**config.mk**
```make
export PLATFORM = sky130hd
export DESIGN_NAME = frame_serializer_flat
export DESIGN_NICKNAME = d
export VERILOG_FILES = /design/src/rtl/frame_serializer_if.sv /design/src/rtl/frame_serializer.sv /design/src/flat_wrapper.sv
export SDC_FILE = /design/constraint.sdc
export NUM_CORES = 1
export LEC_CHECK = 0
export ABC_AREA = 0
export BUFFER_PORTS_ARGS = -buffer_cell sky130_fd_sc_hd__buf_2
export CORE_MARGIN = 2
export CORE_UTILIZATION = 25
export DETAILED_ROUTE_END_ITERATION = 12
export RECOVER_POWER = 100
export SKIP_LAST_GASP = 1
export SLEW_MARGIN = 30
export SYNTH_ARGS = -nofsm -noshare
export SYNTH_HDL_FRONTEND = slang
export SYNTH_SLANG_ARGS = --single-unit
export TNS_END_PERCENT = 10
```
**constraint.sdc**
```tcl
create_clock -name clk -period 9.4 [get_ports clk]
set_clock_uncertainty 0.05 [all_clocks]
set_input_delay 2.35 -clock clk [delete_from_list [all_inputs] [get_ports clk]]
set_output_delay 2.35 -clock clk [all_outputs]
set_load 0.02 [all_outputs]
```
**src/rtl/frame_serializer_if.sv**
```systemverilog
// Beat stream from the frame serializer toward the UART transmitter.
// Valid/ready handshake; a beat moves when both are high at a rising edge.
interface frame_serializer_if #(
  parameter int WIDTH = 8
) ();
  logic [WIDTH-1:0] tx_data;
  logic             tx_valid;
  logic             tx_ready;

  modport master (
    output tx_data,
    output tx_valid,
    input  tx_ready
  );

  modport slave (
    input  tx_data,
    input  tx_valid,
    output tx_ready
  );
endinterface

```
**src/rtl/frame_serializer.sv**
```systemverilog
// Snapshots the element array and streams it as one framed burst:
// header, SIZE elements, XOR checksum.
module frame_serializer #(
  parameter int               WIDTH  = 8,
  parameter int               SIZE   = 16,
  parameter logic [WIDTH-1:0] HEADER = WIDTH'(8'hA5)
) (
  input  logic                  clk,
  input  logic                  rst,
  input  logic                  start,
  input  logic [WIDTH*SIZE-1:0] data_in,
  frame_serializer_if.master    tx,
  output logic                  busy,
  output logic                  done
);

  localparam int IW = $clog2(SIZE);
  localparam logic [IW-1:0] LAST = IW'(SIZE - 1);

  typedef enum logic [1:0] {
    IDLE,
    SEND_HDR,
    SEND_DATA,
    SEND_CSUM
  } state_t;

  state_t           state_q;
  state_t           state_d;
  logic [IW-1:0]    idx_q;
  logic [IW-1:0]    idx_d;
  logic             done_q;
  logic             done_d;
  logic             load;
  logic             fire;
  logic             valid_c;
  logic [WIDTH-1:0] data_c;
  logic [WIDTH-1:0] csum_in;
  logic [WIDTH-1:0] csum_q;
  logic [WIDTH-1:0] snap_q [SIZE];

  // Checksum is folded at capture time so the tail beat is a plain register.
  always_comb begin
    csum_in = '0;
    for (int i = 0; i < SIZE; i++) begin
      csum_in = csum_in ^ data_in[i*WIDTH +: WIDTH];
    end
  end

  assign valid_c = (state_q != IDLE);
  assign fire    = valid_c & tx.tx_ready;

  always_comb begin
    state_d = state_q;
    idx_d   = idx_q;
    done_d  = 1'b0;
    load    = 1'b0;
    unique case (state_q)
      IDLE: begin
        if (start) begin
          load    = 1'b1;
          state_d = SEND_HDR;
        end
      end
      SEND_HDR: begin
        if (fire) begin
          state_d = SEND_DATA;
          idx_d   = '0;
        end
      end
      SEND_DATA: begin
        if (fire) begin
          if (idx_q == LAST) begin
            state_d = SEND_CSUM;
          end else begin
            idx_d = idx_q + IW'(1);
          end
        end
      end
      SEND_CSUM: begin
        if (fire) begin
          state_d = IDLE;
          idx_d   = '0;
          done_d  = 1'b1;
        end
      end
      default: begin
        state_d = IDLE;
        idx_d   = '0;
      end
    endcase
  end

  always_comb begin
    data_c = '0;
    unique case (1'b1)
      (state_q == SEND_HDR):  data_c = HEADER;
      (state_q == SEND_DATA): data_c = snap_q[idx_q];
      (state_q == SEND_CSUM): data_c = csum_q;
      default:                data_c = '0;
    endcase
  end

  always_ff @(posedge clk) begin
    if (rst) begin
      state_q <= IDLE;
      idx_q   <= '0;
      done_q  <= 1'b0;
      csum_q  <= '0;
      for (int i = 0; i < SIZE; i++) begin
        snap_q[i] <= '0;
      end
    end else begin
      state_q <= state_d;
      idx_q   <= idx_d;
      done_q  <= done_d;
      if (load) begin
        csum_q <= csum_in;
        for (int i = 0; i < SIZE; i++) begin
          snap_q[i] <= data_in[i*WIDTH +: WIDTH];
        end
      end
    end
  end

  assign tx.tx_valid = valid_c;
  assign tx.tx_data  = data_c;
  assign busy        = valid_c;
  assign done        = done_q;

endmodule

```
**src/flat_wrapper.sv**
```systemverilog
// flat-port wrapper written by rule: the top's interface ports become plain ports
module frame_serializer_flat 
#(
  parameter int               WIDTH  = 8,
  parameter int               SIZE   = 16,
  parameter logic [WIDTH-1:0] HEADER = WIDTH'(8'hA5)
)
  (clk, rst, start, data_in, busy, done, tx_tx_data, tx_tx_valid, tx_tx_ready);
  frame_serializer_if #(.WIDTH(WIDTH)) tx_i ();
  input  logic clk;
  input  logic rst;
  input  logic start;
  input  logic [WIDTH*SIZE-1:0] data_in;
  output logic busy;
  output logic done;
  output wire logic [$bits(tx_i.tx_data)-1:0] tx_tx_data;
  output wire logic [$bits(tx_i.tx_valid)-1:0] tx_tx_valid;
  input wire logic [$bits(tx_i.tx_ready)-1:0] tx_tx_ready;
  assign tx_tx_data = tx_i.tx_data;
  assign tx_tx_valid = tx_i.tx_valid;
  assign tx_i.tx_ready = tx_tx_ready;
  frame_serializer #(.WIDTH(WIDTH), .SIZE(SIZE), .HEADER(HEADER)) u_core (.clk(clk), .rst(rst), .start(start), .data_in(data_in), .tx(tx_i), .busy(busy), .done(done));
endmodule
```
==> summary.md, run 1 <==
| Metric | Value |
|---|---|
| Status | complete, but fails checks |
| Violations in the final reports | capacitance limit, slew limit |
| All-layer global routing usage | around an eighth |
| Total via count in the routed design | between 4000 and 5000 |
| Slew headroom | -77.71% |
| Setup slack of the most critical reg-to-reg path | between 5 and 6 ns |
| GRT overflow | 0 |
| Unique masters post-synth | 37 |
| Combinational power share | a little over a quarter |
| Share of the synthesized area in the top cell type | roughly 51% |
| Detail-routed net length per standard cell | approximately 16 µm |
| Critical register-to-register path startpoint | u_core.state_q[1] |
| Post-layout min period | around 6.6 ns |
| Most common cell in the netlist | edfxtp_1 |
| Period utilization | 70.56% |
| GP Congestion | roughly 0.7 |
| Antenna violations before repair | 2 |
| Synthesized flop and latch total | about 150 |
| Post-Syn Nets | 683 |
| Horizontal extent of the die | 178.1 µm |
| Actual slew at the worst max-slew pin | between 2 and 3 ns |
| Port Buffers | between 100 and 150 |
| Critical R2R Capture | u_core.snap_q[5][0] |
| Clock sink count | 147 |
| Number of top-level design ports | ~140 |
| Core occupancy in the finished layout | a little under a third |
| Async set or reset register ratio after synthesis | 0% |
| Combined area of all synthesized cells | roughly 7600 µm² |
| Final antenna diode count | 0 |
| Share of layout cells above drive strength 1 | 28.98% |
| IR drop worst, VDD | roughly 110 µV |
| Setup repair after global routing missed its margin | no |
| Number of search-and-repair iterations in the first detailed-routing pass | 4 |
| Standard-cell row count | 63 |
| Core box area | between 20000 and 30000 µm² |
| Vias in the first global route | approximately 4700 |
| Largest fanout on the critical path | 65 |
| Highest achievable clock rate | roughly 0.15 GHz |
| Most used flip-flop cell after synthesis | edfxtp_1 |
| Number of post-CTS setup repair buffers | 0 |
| Worst min-delay path endpoint | u_core.csum_q[6] |
| Part of the Yosys area used for sequential elements | 55.75% |
| Clock Root Buffer | clkbuf_16 |
| Global-route wire length before repair | 27.12 mm |
| Share of total power in the clock network | approximately 29% |
| Hpwl dp | ~13 mm |
| Hold Path Depth | 1 |
| Fraction of power spent switching nets | between 20 and 30% |
| CTS tree | yes |
| Number of max-cap violations | 4 |
| Critical path required time | approximately 9.4 ns |
| Chip Height | approximately 180 µm |
| Number of cell instances on the worst register-to-register path | 5 |
| Layout Area Growth over Synthesis | 21.68% |
| Number of gates resized after cts | 0 |
| DRC errors left | 0 |
| Critical Path Sink Type | flip-flop |
| Number of hold violations in the final report | 0 |
| Initial drt markers | ~240 |
| Number of buffers inserted by hold repair at cts | 0 |
| Worst path slowest cell | clkbuf_1 |
| Num CTS Buffers | 17 |
| Number of buffer and inverter stages on the critical path | 3 |
| Max H-tree Level | 4 |
| Cell internal pwr | ~1.5 mW |
| Cells traversed along the worst timing path | clkbuf_1 > a21oi_1 > inv_4 > clkbuf_2 |
| Syn_area_per_cell | between 10 and 15 µm² |
| Number of max-slew violations in the final report | a little under 200 |
| Dominant delay contributor by cell family on the critical path | buffers and inverters |
| Maximum buffer depth of the clock tree | 2 |
| LEAKAGE | 3.301 nW |
| Part of the power in registers | roughly 44% |
| Die Footprint | about 32000 µm² |
| Clock insertion delay at the later pin of the skew report | 0.41 ns |
| Starting Density | 25.50% |
| Clock Pin Slew Worst Setup and Hold Paths | about 0.05 ns |
| Total power density per cell area | between 200 and 250 nW/µm² |
| Startpoint types | primary input |
| Sum of routed wire length over all layers | 17.83 mm |
| Hold Path Class | flip-flop to flip-flop |
| Number of synthesized flops with an enable pin | between 100 and 150 |
| Critical setup path kind | primary input to flip-flop |
| Origin of the worst min-delay path | u_core.csum_q[6] |
| Number of vias per cell | 4.198 |
| Number of antenna-violating nets in the routed design | 0 |
| Top cell types by occurrence after synthesis | edfxtp_1, xnor2_1, and2_1, nor2b_1, mux4_2 |
| Library cell occupying the most area in the post-synthesis netlist | edfxtp_1 |
| Pin count of the biggest net entering global routing | between 60 and 70 |
| Top cells by area in the synthesized netlist | edfxtp_1, xnor2_1, mux4_2, and2_1, dfxtp_1 |
| Yosys synthesis warning count | 0 |
| Data arrival time of the critical path | about 6.6 ns |
| Total negative setup slack | 0 ns |
| Slowest cell delay on critical path | 1.85 ns |
| Final-stage net count | slightly above 800 |
| Number of standard cells after synthesis | 545 |
| Final number of setup-violating endpoints | 0 |
| Net switching power figure | around 640 µW |
-- cells in the final DEF, fill, tap and decap left out, types with 7 or more instances in the layout --
| cell type | synthesis | routed |
|---|---|---|
| buf_2 | 1 | 132 |
| edfxtp_1 | 128 | 128 |
| xnor2_1 | 112 | 112 |
| and2_0 | 0 | 59 |
| nor2b_1 | 51 | 51 |
| mux4_2 | 30 | 30 |
| and2_1 | 81 | 22 |
| dfxtp_1 | 19 | 18 |
| clkbuf_16 | 0 | 17 |
| a22o_1 | 16 | 16 |
| clkbuf_1 | 18 | 11 |
| a21oi_1 | 10 | 10 |
| o22ai_1 | 9 | 9 |
| xor2_1 | 8 | 8 |
| nand2_1 | 7 | 7 |
-- sequential cells by signal, summed over array words and instances (netlist names), named ones only --
signal,count
u_core.done,1
u_core.snap_q,128
u_core.state_q,2
u_core.idx_q,4
u_core.csum_q,8
-- kinds of logic after synthesis --
group	synth area share [%]
flops	55.75
simple gates	12.50
compound gates	4.987
fa+ha+maj	0.9907
mux	9.742
buf+inv	2.163
xor+xnor	13.87
-- final cells by class --
cell class                 count  area (µm²)
inverter                       7       28.78
multi-input combinational    364        3183
clock inverter                12       117.6
tap                          390       488.0
fill                        2993       20500
sequential                   147        4225
timing repair buffer         149       748.2
clock buffer                  18       429.2
-- power groups by stage --
stage | logic (mW) | registers [mW] | clock network, mW
2_1_floorplan | 0.445 | 0.946 | 0
3_3_place_gp | 0.615 | 0.964 | 0
3_5_place_dp | 0.619 | 0.967 | 0
4_1_cts | 0.622 | 0.955 | 0.644
5_1_grt | 0.655 | 0.972 | 0.673
6_report | 0.592 | 0.954 | 0.630
-- worst max path at each step --
stage                          from                   to  slack (ns)  cells past startpoint
after detailed placement  flip-flop        tx_tx_data[3]        4.30                      6
final                           rst  u_core.snap_q[5][0]        2.77                      4
after global placement          rst  u_core.snap_q[0][0]        4.05                      4
after CTS                 flip-flop        tx_tx_data[3]        3.84                      6
after floorplan                 rst  u_core.snap_q[0][0]        3.58                      3
after global routing            rst  u_core.snap_q[7][6]        2.27                      4
-- metrics by stage --
step	worst slack (ns)	cell area, µm²	std cells	hold slack [ns]	power [mW]
after floorplan	3.582	7577	545	0.3992	1.392
after global placement	4.054	8703	1057	0.4134	1.579
after CTS	3.842	9253	1087	0.4319	2.221
after detailed placement	4.299	8706	1057	0.4156	1.586
after global routing	2.267	9220	1087	0.4521	2.300
final	2.768	9220	1087	0.4313	2.176
-- per-layer routing --
metal / GRT usage [%] / share of wire (%)
met5: 0 / 0.073
met4: 3.074 / 0.96
met3: 3.261 / 4.8
met2: 19.65 / 50
met1: 14.81 / 44
No activity file was read; power rests on OpenSTA's default activity.
==> inputs of run 2 (changes only) <==
==> constraint.sdc (replaced) <==
create_clock -name clk -period 5.6 [get_ports clk]
set_clock_uncertainty 0.05 [all_clocks]
set_input_delay 1.4 -clock clk [delete_from_list [all_inputs] [get_ports clk]]
set_output_delay 1.4 -clock clk [all_outputs]
set_load 0.02 [all_outputs]
==> run 2 against run 1 <==
The run still ends with capacitance limit, slew limit left. Worst setup slack got worse by 1.8 ns. Global-route usage increased by 0.54 points. Die area unchanged.
==> summary.md, run 2 (synthesis results as in run 1) <==
| Metric | Value |
|---|---|
| Post-layout min period | approximately 4.6 ns |
| Hold Path Class | flip-flop to flip-flop |
| Number of post-CTS setup repair buffers | 0 (unchanged) |
| Total negative setup slack | 0 ns (unchanged) |
| Final number of setup-violating endpoints | 0 (unchanged) |
| LEAKAGE | 3.378 nW (+2.3%) |
| Clock Pin Slew Worst Setup and Hold Paths | 0.07 ns (+0.02 ns) |
| Chip Height | 178.1 µm (unchanged) |
| Number of hold violations in the final report | 0 (unchanged) |
| Combinational power share | 26.5% (-0.7 points) |
| Top Registers | u_core.snap_q x128, u_core.csum_q x8, u_core.idx_q x4 |
| Standard cell area after detailed placement | 8733 µm² (+0.32%) |
| Share of total power in the clock network | 31.9% (+2.9 points) |
| Port Buffers | 142 (unchanged) |
| Total via count in the routed design | 4602 (+0.85%) |
| Number of search-and-repair iterations in the first detailed-routing pass | 4 (unchanged) |
| Detail-routed net length per standard cell | 16.95 µm (+3.3%) |
| Startpoint types | flip-flop |
| Clock Root Buffer | clkbuf_16 |
| Starting Density | 25.50% (unchanged) |
| Number of top-level design ports | 143 (unchanged) |
| Number of max-slew violations in the final report | 37 (-81%) |
| Placed Cells incl. Taps | 1061 (+0.38%) |
| Number of vias per cell | 4.207 (+0.21%) |
| Slew headroom | -23.24% (+54 points) |
| Period utilization | between 80 and 90% |
| Setup slack of the most critical reg-to-reg path | 1.62 ns (-4.22 ns) |
| Critical R2R Capture | u_core.snap_q[6][2] |
| Most frequent standard cell in the layout excluding fill and tap cells | buf_2 |
| Critical setup path kind | flip-flop to output pin |
| Fraction of power spent switching nets | 29.93% (+0.72 points) |
| Vias in the first global route | 4889 (+4.4%) |
| Clock sink count | 147 (unchanged) |
| Highest achievable clock rate | 0.2152 GHz |
| Initial drt markers | 194 (-18%) |
| Number of cell instances on the worst register-to-register path | 6 (+1) |
| Max H-tree Level | 4 (unchanged) |
| Worst path slowest cell | dfxtp_1 |
| Largest reg by FF count | u_core.snap_q |
| Critical Path Sink Type | output pin |
| Number of buffers inserted by hold repair at cts | 0 (unchanged) |
| Worst min-delay path endpoint | u_core.csum_q[5] |
| Largest fanout on the critical path | 12 (-82%) |
| Least setup slack across all paths after layout | 0.9522 ns (-1.816 ns) |
| Clock insertion delay at the later pin of the skew report | 0.42 ns (about the same) |
| Status | complete, but fails checks |
| Sum of routed wire length over all layers | 18.54 mm (+4.0%) |
| Critical path required time | 4.15 ns (-5.21 ns) |
| Max FFs per register | 128 (unchanged) |
| Critical register-to-register path startpoint | u_core.state_q[1] |
| Slowest cell delay on critical path | 0.82 ns (-1.03 ns) |
| Standard-cell row count | 63 (unchanged) |
| Num CTS Buffers | 17 (unchanged) |
| Area of all placed cells without fillers | 9339 µm² (+1.3%) |
| Global-route wire length before repair | 28.37 mm (+4.6%) |
| Final-stage net count | 828 (+0.49%) |
| GP Congestion | 0.7146 (-0.28%) |
| Hpwl dp | 13.71 mm (+3.4%) |
| Violations in the final reports | capacitance limit, slew limit |
| Leading cell types in the layout, fill and taps excluded | buf_2, edfxtp_1, xnor2_1 |
| Share of layout cells above drive strength 1 | 29.73% (+0.75 points) |
| Number of max-cap violations | 2 (-2) |
| Part of the power in registers | 41.6% (-2.2 points) |
| Non-filler instance count after layout | 1094 (+0.64%) |
| Total power density per cell area | 412.9 nW/µm² (+75%) |
| Data arrival time of the critical path | 3.20 ns (-3.40 ns) |
| Hold Path Depth | 1 (unchanged) |
| Net switching power figure | 1.154 mW (+81%) |
| Cell internal pwr | 2.702 mW (+75%) |
| CTS tree | yes |
| Maximum buffer depth of the clock tree | 2 (unchanged) |
| GRT overflow | 0 (unchanged) |
| Dominant delay contributor by cell family on the critical path | buffers and inverters |
| Setup slack at placement | 1.596 ns (-2.703 ns) |
| Number of antenna-violating nets in the routed design | 0 (unchanged) |
| Setup repair after global routing missed its margin | no |
| Layout Area Growth over Synthesis | 23.25% |
| Die Footprint | 31720 µm² (unchanged) |
| Core box area | 29720 µm² (unchanged) |
| Origin of the worst min-delay path | u_core.csum_q[5] |
| Horizontal extent of the die | 178.1 µm (unchanged) |
| Actual slew at the worst max-slew pin | 1.849 ns (-0.8170 ns) |
| All-layer global routing usage | 12.24% (+0.54 points) |
| IR drop worst, VDD | 167.2 µV (+51%) |
| DRC errors left | 0 (unchanged) |
| Number of buffer and inverter stages on the critical path | 2 (-1) |
| Antenna violations before repair | 3 (+1) |
| Cells traversed along the worst timing path | clkbuf_1 > mux4_2 > a22o_1 > a221oi_2 > o22ai_1 > buf_2 |
| Number of gates resized after cts | 0 (unchanged) |
| Pin count of the biggest net entering global routing | 49 (-26%) |
-- run 2: changes by cell type in the layout (fill, tap and decap cells not counted), moves of 2 or more --
cell,change
clkinvlp_4,-3
and2_1,+14
inv_6,+3
clkinv_2,-3
clkinv_4,+3
bufinv_16,+2
and2_0,-14
-- run 2: final cells by class --
cell class	count	area, µm²
Clock buffer	18	429.2
Sequential cell	147	4225
Clock inverter	14	200.2
Tap cell	390	488.0
Multi-Input combinational cell	364	3197
Inverter	7	27.53
Fill cell	2995	20380
Antenna cell	1	2.502
Timing Repair Buffer	153	769.5
-- run 2: metrics by stage --
step,total power [mW],util (%),hold WS [ns]
floorplan,2.336,-,0.3992
global placement,2.668,29.39,0.4137
detailed placement,2.679,29.39,0.4183
CTS,3.917,31.51,0.4342
global route,4.066,31.42,0.4538
finish,3.856,31.43,0.4332
-- run 2: power by group through the flow --
stage	registers, mW	clock network, mW	logic [mW]
after floorplan	1.59	0	0.748
after global placement	1.62	0	1.05
after detailed placement	1.63	0	1.05
after CTS	1.61	1.26	1.05
after global routing	1.63	1.30	1.13
final	1.61	1.23	1.02
-- run 2: how the worst max path moves through the flow --
stage,from,to,slack (ns),cells past startpoint
global placement,flip-flop,tx_tx_data[1],1.63,6
floorplan,rst,u_core.snap_q[0][0],0.73,3
CTS,flip-flop,tx_tx_data[2],1.14,6
global route,rst,u_core.snap_q[9][2],0.52,5
detailed placement,flip-flop,tx_tx_data[2],1.60,6
finish,flip-flop,tx_tx_data[5],0.95,6
-- run 2: layer usage --
layer	track usage, %	vias to the layer above	share of wire, %
li1	-	2253	-
met1	16.25	2222	46
met2	19.74	100	48
met3	2.877	23	4.7
met4	3.928	4	1.6
met5	0	-	0.14
==> inputs of run 3 (changes only) <==
--- a/config.mk
+++ b/config.mk
@@ -5,7 +5,7 @@
 export SDC_FILE = /design/constraint.sdc
 export NUM_CORES = 1
 export LEC_CHECK = 0
-export ABC_AREA = 0
+export ABC_AREA = 1
 export BUFFER_PORTS_ARGS = -buffer_cell sky130_fd_sc_hd__buf_2
 export CORE_MARGIN = 2
 export CORE_UTILIZATION = 25
==> constraint.sdc (replaced) <==
create_clock -name clk -period 4.9 [get_ports clk]
set_clock_uncertainty 0.05 [all_clocks]
set_input_delay 1.225 -clock clk [delete_from_list [all_inputs] [get_ports clk]]
set_output_delay 1.225 -clock clk [all_outputs]
set_load 0.02 [all_outputs]
==> run 3 against run 2 <==
The run now ends clean. Sequential power rose by 11%. First-iteration DRC count rose to 3.0 times the previous value. Cell area rose by 11%. Final cell count rose by 57%. Worst setup slack got worse by 0.28 ns. Synthesized cell count rose by 110%. Via count rose by 59%.
==> summary.md, run 3 <==
| Metric | Value |
|---|---|
| Status | completed |
| Vias in the first global route | 7148 (+46%) |
| Final-stage net count | 1391 (+68%) |
| Yosys synthesis warning count | 0 (unchanged) |
| Number of gates resized after cts | 0 (unchanged) |
| Pin count of the biggest net entering global routing | 65 (+33%) |
| Clock sink count | 147 (unchanged) |
| Horizontal extent of the die | 190.2 µm (+6.8%) |
| Clock Root Buffer | clkbuf_16 |
| Share of layout cells above drive strength 1 | 14.06% (-16 points) |
| Total negative setup slack | 0 ns (unchanged) |
| Hpwl dp | 17.07 mm (+25%) |
| Overall power consumption | 4.453 mW (+15%) |
| Number of search-and-repair iterations in the first detailed-routing pass | 7 (+3) |
| Setup slack at placement | 1.385 ns (-0.2106 ns) |
| Post-layout min period | between 4 and 5 ns |
| Library cell occupying the most area in the post-synthesis netlist | edfxtp_1 |
| IR drop worst, VDD | 190.1 µV (+14%) |
| Most used flip-flop cell after synthesis | edfxtp_1 |
| Chip Height | 190.2 µm (+6.8%) |
| Core box area | 34370 µm² (+16%) |
| Number of post-CTS setup repair buffers | 0 (unchanged) |
| Area of all placed cells without fillers | 10360 µm² (+11%) |
| Highest achievable clock rate | 0.2367 GHz |
| Number of antenna-violating nets in the routed design | 0 (unchanged) |
| Actual slew at the worst max-slew pin | 1.481 ns (-0.3681 ns) |
| Slew headroom | 1.296% (+25 points) |
| Cells traversed along the worst timing path | clkbuf_1 > nor2_1 > clkbuf_1 > clkinvlp_2 > buf_4 |
| Critical register-to-register path startpoint | u_core.state_q[1] |
| Starting Density | 25.21% (-0.29 points) |
| Combined area of all synthesized cells | 8666 µm² (+14%) |
| Number of max-cap violations | 0 (-2) |
| Critical path required time | 4.96 ns (+0.81 ns) |
| CTS tree | yes |
| Number of max-slew violations in the final report | 0 (-100%) |
| Slowest cell delay on critical path | 1.07 ns (+0.25 ns) |
| Top cells by area in the synthesized netlist | edfxtp_1, nor2_1, nand2_1, inv_1, dfxtp_1 |
| Num CTS Buffers | 17 (unchanged) |
| Async set or reset register ratio after synthesis | 0% (unchanged) |
| Startpoint types | primary input |
| Number of top-level design ports | 143 (unchanged) |
| Total power density per cell area | 429.7 nW/µm² (+4.1%) |
| Port Buffers | 142 (unchanged) |
| Origin of the worst min-delay path | u_core.csum_q[6] |
| Clock insertion delay at the later pin of the skew report | 0.42 ns (about the same) |
| Antenna violations before repair | 1 (-2) |
| Global routing met3 resource utilization | 2.656% (-0.22 points) |
| Grt met1 use | 16.96% (+0.71 points) |
| Number of synthesized flops with an enable pin | 128 (unchanged) |
| Maximum buffer depth of the clock tree | 2 (unchanged) |
| Least setup slack across all paths after layout | 0.6746 ns (-0.2776 ns) |
| Number of vias per cell | 4.255 (+1.2%) |
| Leading cell types in the layout, fill and taps excluded | nor2_1, nand2_1, inv_1 |
| Number of cell instances on the worst register-to-register path | 8 (+2) |
| Critical Path Sink Type | flip-flop |
| Worst path slowest cell | clkinvlp_2 |
| Die Footprint | 36170 µm² (+14%) |
| Standard-cell row count | 68 (+7.9%) |
| Placed Cells incl. Taps | 1689 (+59%) |
| Largest fanout on the critical path | 44 (+32) |
| Worst min-delay path endpoint | u_core.csum_q[6] |
| Largest reg by FF count | u_core.snap_q |
| Final number of setup-violating endpoints | 0 (unchanged) |
| GRT overflow | 0 (unchanged) |
| Sum of routed wire length over all layers | 23.38 mm (+26%) |
| Critical R2R Capture | u_core.snap_q[7][4] |
| Max H-tree Level | 4 (unchanged) |
| All-layer global routing usage | 13.35% (+1.1 points) |
| Detail-routed net length per standard cell | 13.57 µm (-20%) |
| Met2 track utilization from global routing | 23.16% (+3.4 points) |
| Most frequent cell on the critical path | clkbuf_1 |
| Post-Syn Nets | 1258 (+84%) |
| Min Hold Slack | 0.4049 ns (-0.02821 ns) |
| Syn_area_per_cell | 7.737 µm² (-44%) |
| Share of the synthesized area in the top cell type | 44.35% (-6.4 points) |
| Setup repair after global routing missed its margin | no |
| Top Registers | u_core.snap_q x128, u_core.csum_q x8, u_core.idx_q x4 |
| Hold Path Depth | 2 (+1) |
| Total via count in the routed design | 7332 (+59%) |
| Initial drt markers | 581 (+200%) |
| Period utilization | 86.23% |
| Layer carrying the most global-route usage | met2 |
| Hold Path Class | flip-flop to flip-flop |
| Part of the Yosys area used for sequential elements | 48.74% (-7.0 points) |
| Core occupancy in the finished layout | 30.14% (-1.3 points) |
| Clock Pin Slew Worst Setup and Hold Paths | 0.06 ns (about the same) |
| Layout Area Growth over Synthesis | 19.56% |
| GP Congestion | 0.7448 (+4.2%) |
| LEAKAGE | 5.044 nW (+49%) |
| Number of standard cells after synthesis | 1120 (+110%) |
| Max FFs per register | 128 (unchanged) |
| Number of hold violations in the final report | 0 (unchanged) |
| Unique masters post-synth | 31 (-16%) |
| Standard cell area after detailed placement | 9784 µm² (+12%) |
| DRC errors left | 0 (unchanged) |
| Non-filler instance count after layout | 1723 (+57%) |
| Most frequent standard cell in the layout excluding fill and tap cells | nor2_1 |
| Synthesized flop and latch total | 147 (unchanged) |
| Top cell types by occurrence after synthesis | nor2_1, nand2_1, inv_1, edfxtp_1, o21ai_0 |
| Number of buffers inserted by hold repair at cts | 0 (unchanged) |
| Global-route wire length before repair | 37.00 mm (+30%) |
| Critical setup path kind | primary input to flip-flop |
| Data arrival time of the critical path | 4.29 ns (+1.09 ns) |
| Setup slack of the most critical reg-to-reg path | 1.13 ns (-0.49 ns) |
| Most common cell in the netlist | nor2_1 |
-- run 3: cell types whose count changed in the layout (fill, tap and decap cells not counted), sizes merged, moves of 51 or more --
cell	before	now
xnor2	112	37
and2	81	0
o21ai	3	71
nor2	5	270
nand2	7	251
nor2b	51	0
inv	10	179
-- run 3: critical path: cells and delay by family --
kind	cells	cell delay, ns
buf+inv	4	2.78
simple gates	1	0.24
-- run 3: worst max path at each step --
stage	start	endpoint	slack (ns)	depth (start not counted)
2_1_floorplan	rst	u_core.snap_q[0][0]	0.20	3
3_3_place_gp	flip-flop	tx_tx_data[2]	1.42	10
3_5_place_dp	flip-flop	tx_tx_data[2]	1.39	10
4_1_cts	flip-flop	tx_tx_data[2]	0.92	10
5_1_grt	rst	u_core.snap_q[7][4]	0.38	5
6_report	rst	u_core.snap_q[7][4]	0.67	5
-- run 3: layout make-up --
type,count,area [µm²]
Antenna cell,2,5.005
Clock buffer,18,429.2
Clock inverter,14,177.7
Fill cell,3734,24010
Inverter,177,670.6
Multi-Input combinational cell,756,3497
Sequential cell,147,4225
Tap cell,455,569.3
Timing Repair Buffer,154,787.0
-- run 3: power breakdown --
part	leakage [nW]	total [mW]	switching (mW)	internal [mW]
clock network	0.286	1.34	0.535	0.808
logic	3.24	1.32	0.886	0.434
registers	1.52	1.79	0.133	1.66
total	5.04	4.45	1.55	2.90
-- run 3: routing by layer --
layer,wire (µm),share of wire [%]
met4,286,1.2
met1,10660,46
met2,11330,48
met5,0,0
met3,1102,4.7
-- run 3: cell families after synthesis --
| logic type | after synthesis | share of synthesized area, % |
|---|---|---|
| DFF | 147 | 48.74 |
| and+or+nand+nor | 568 | 25.40 |
| adders and majority gates | 6 | 0.8663 |
| xor gates and xnor gates | 59 | 5.963 |
| buffers and inverters | 217 | 10.83 |
| AOI/OAI and AO/OA | 123 | 8.201 |
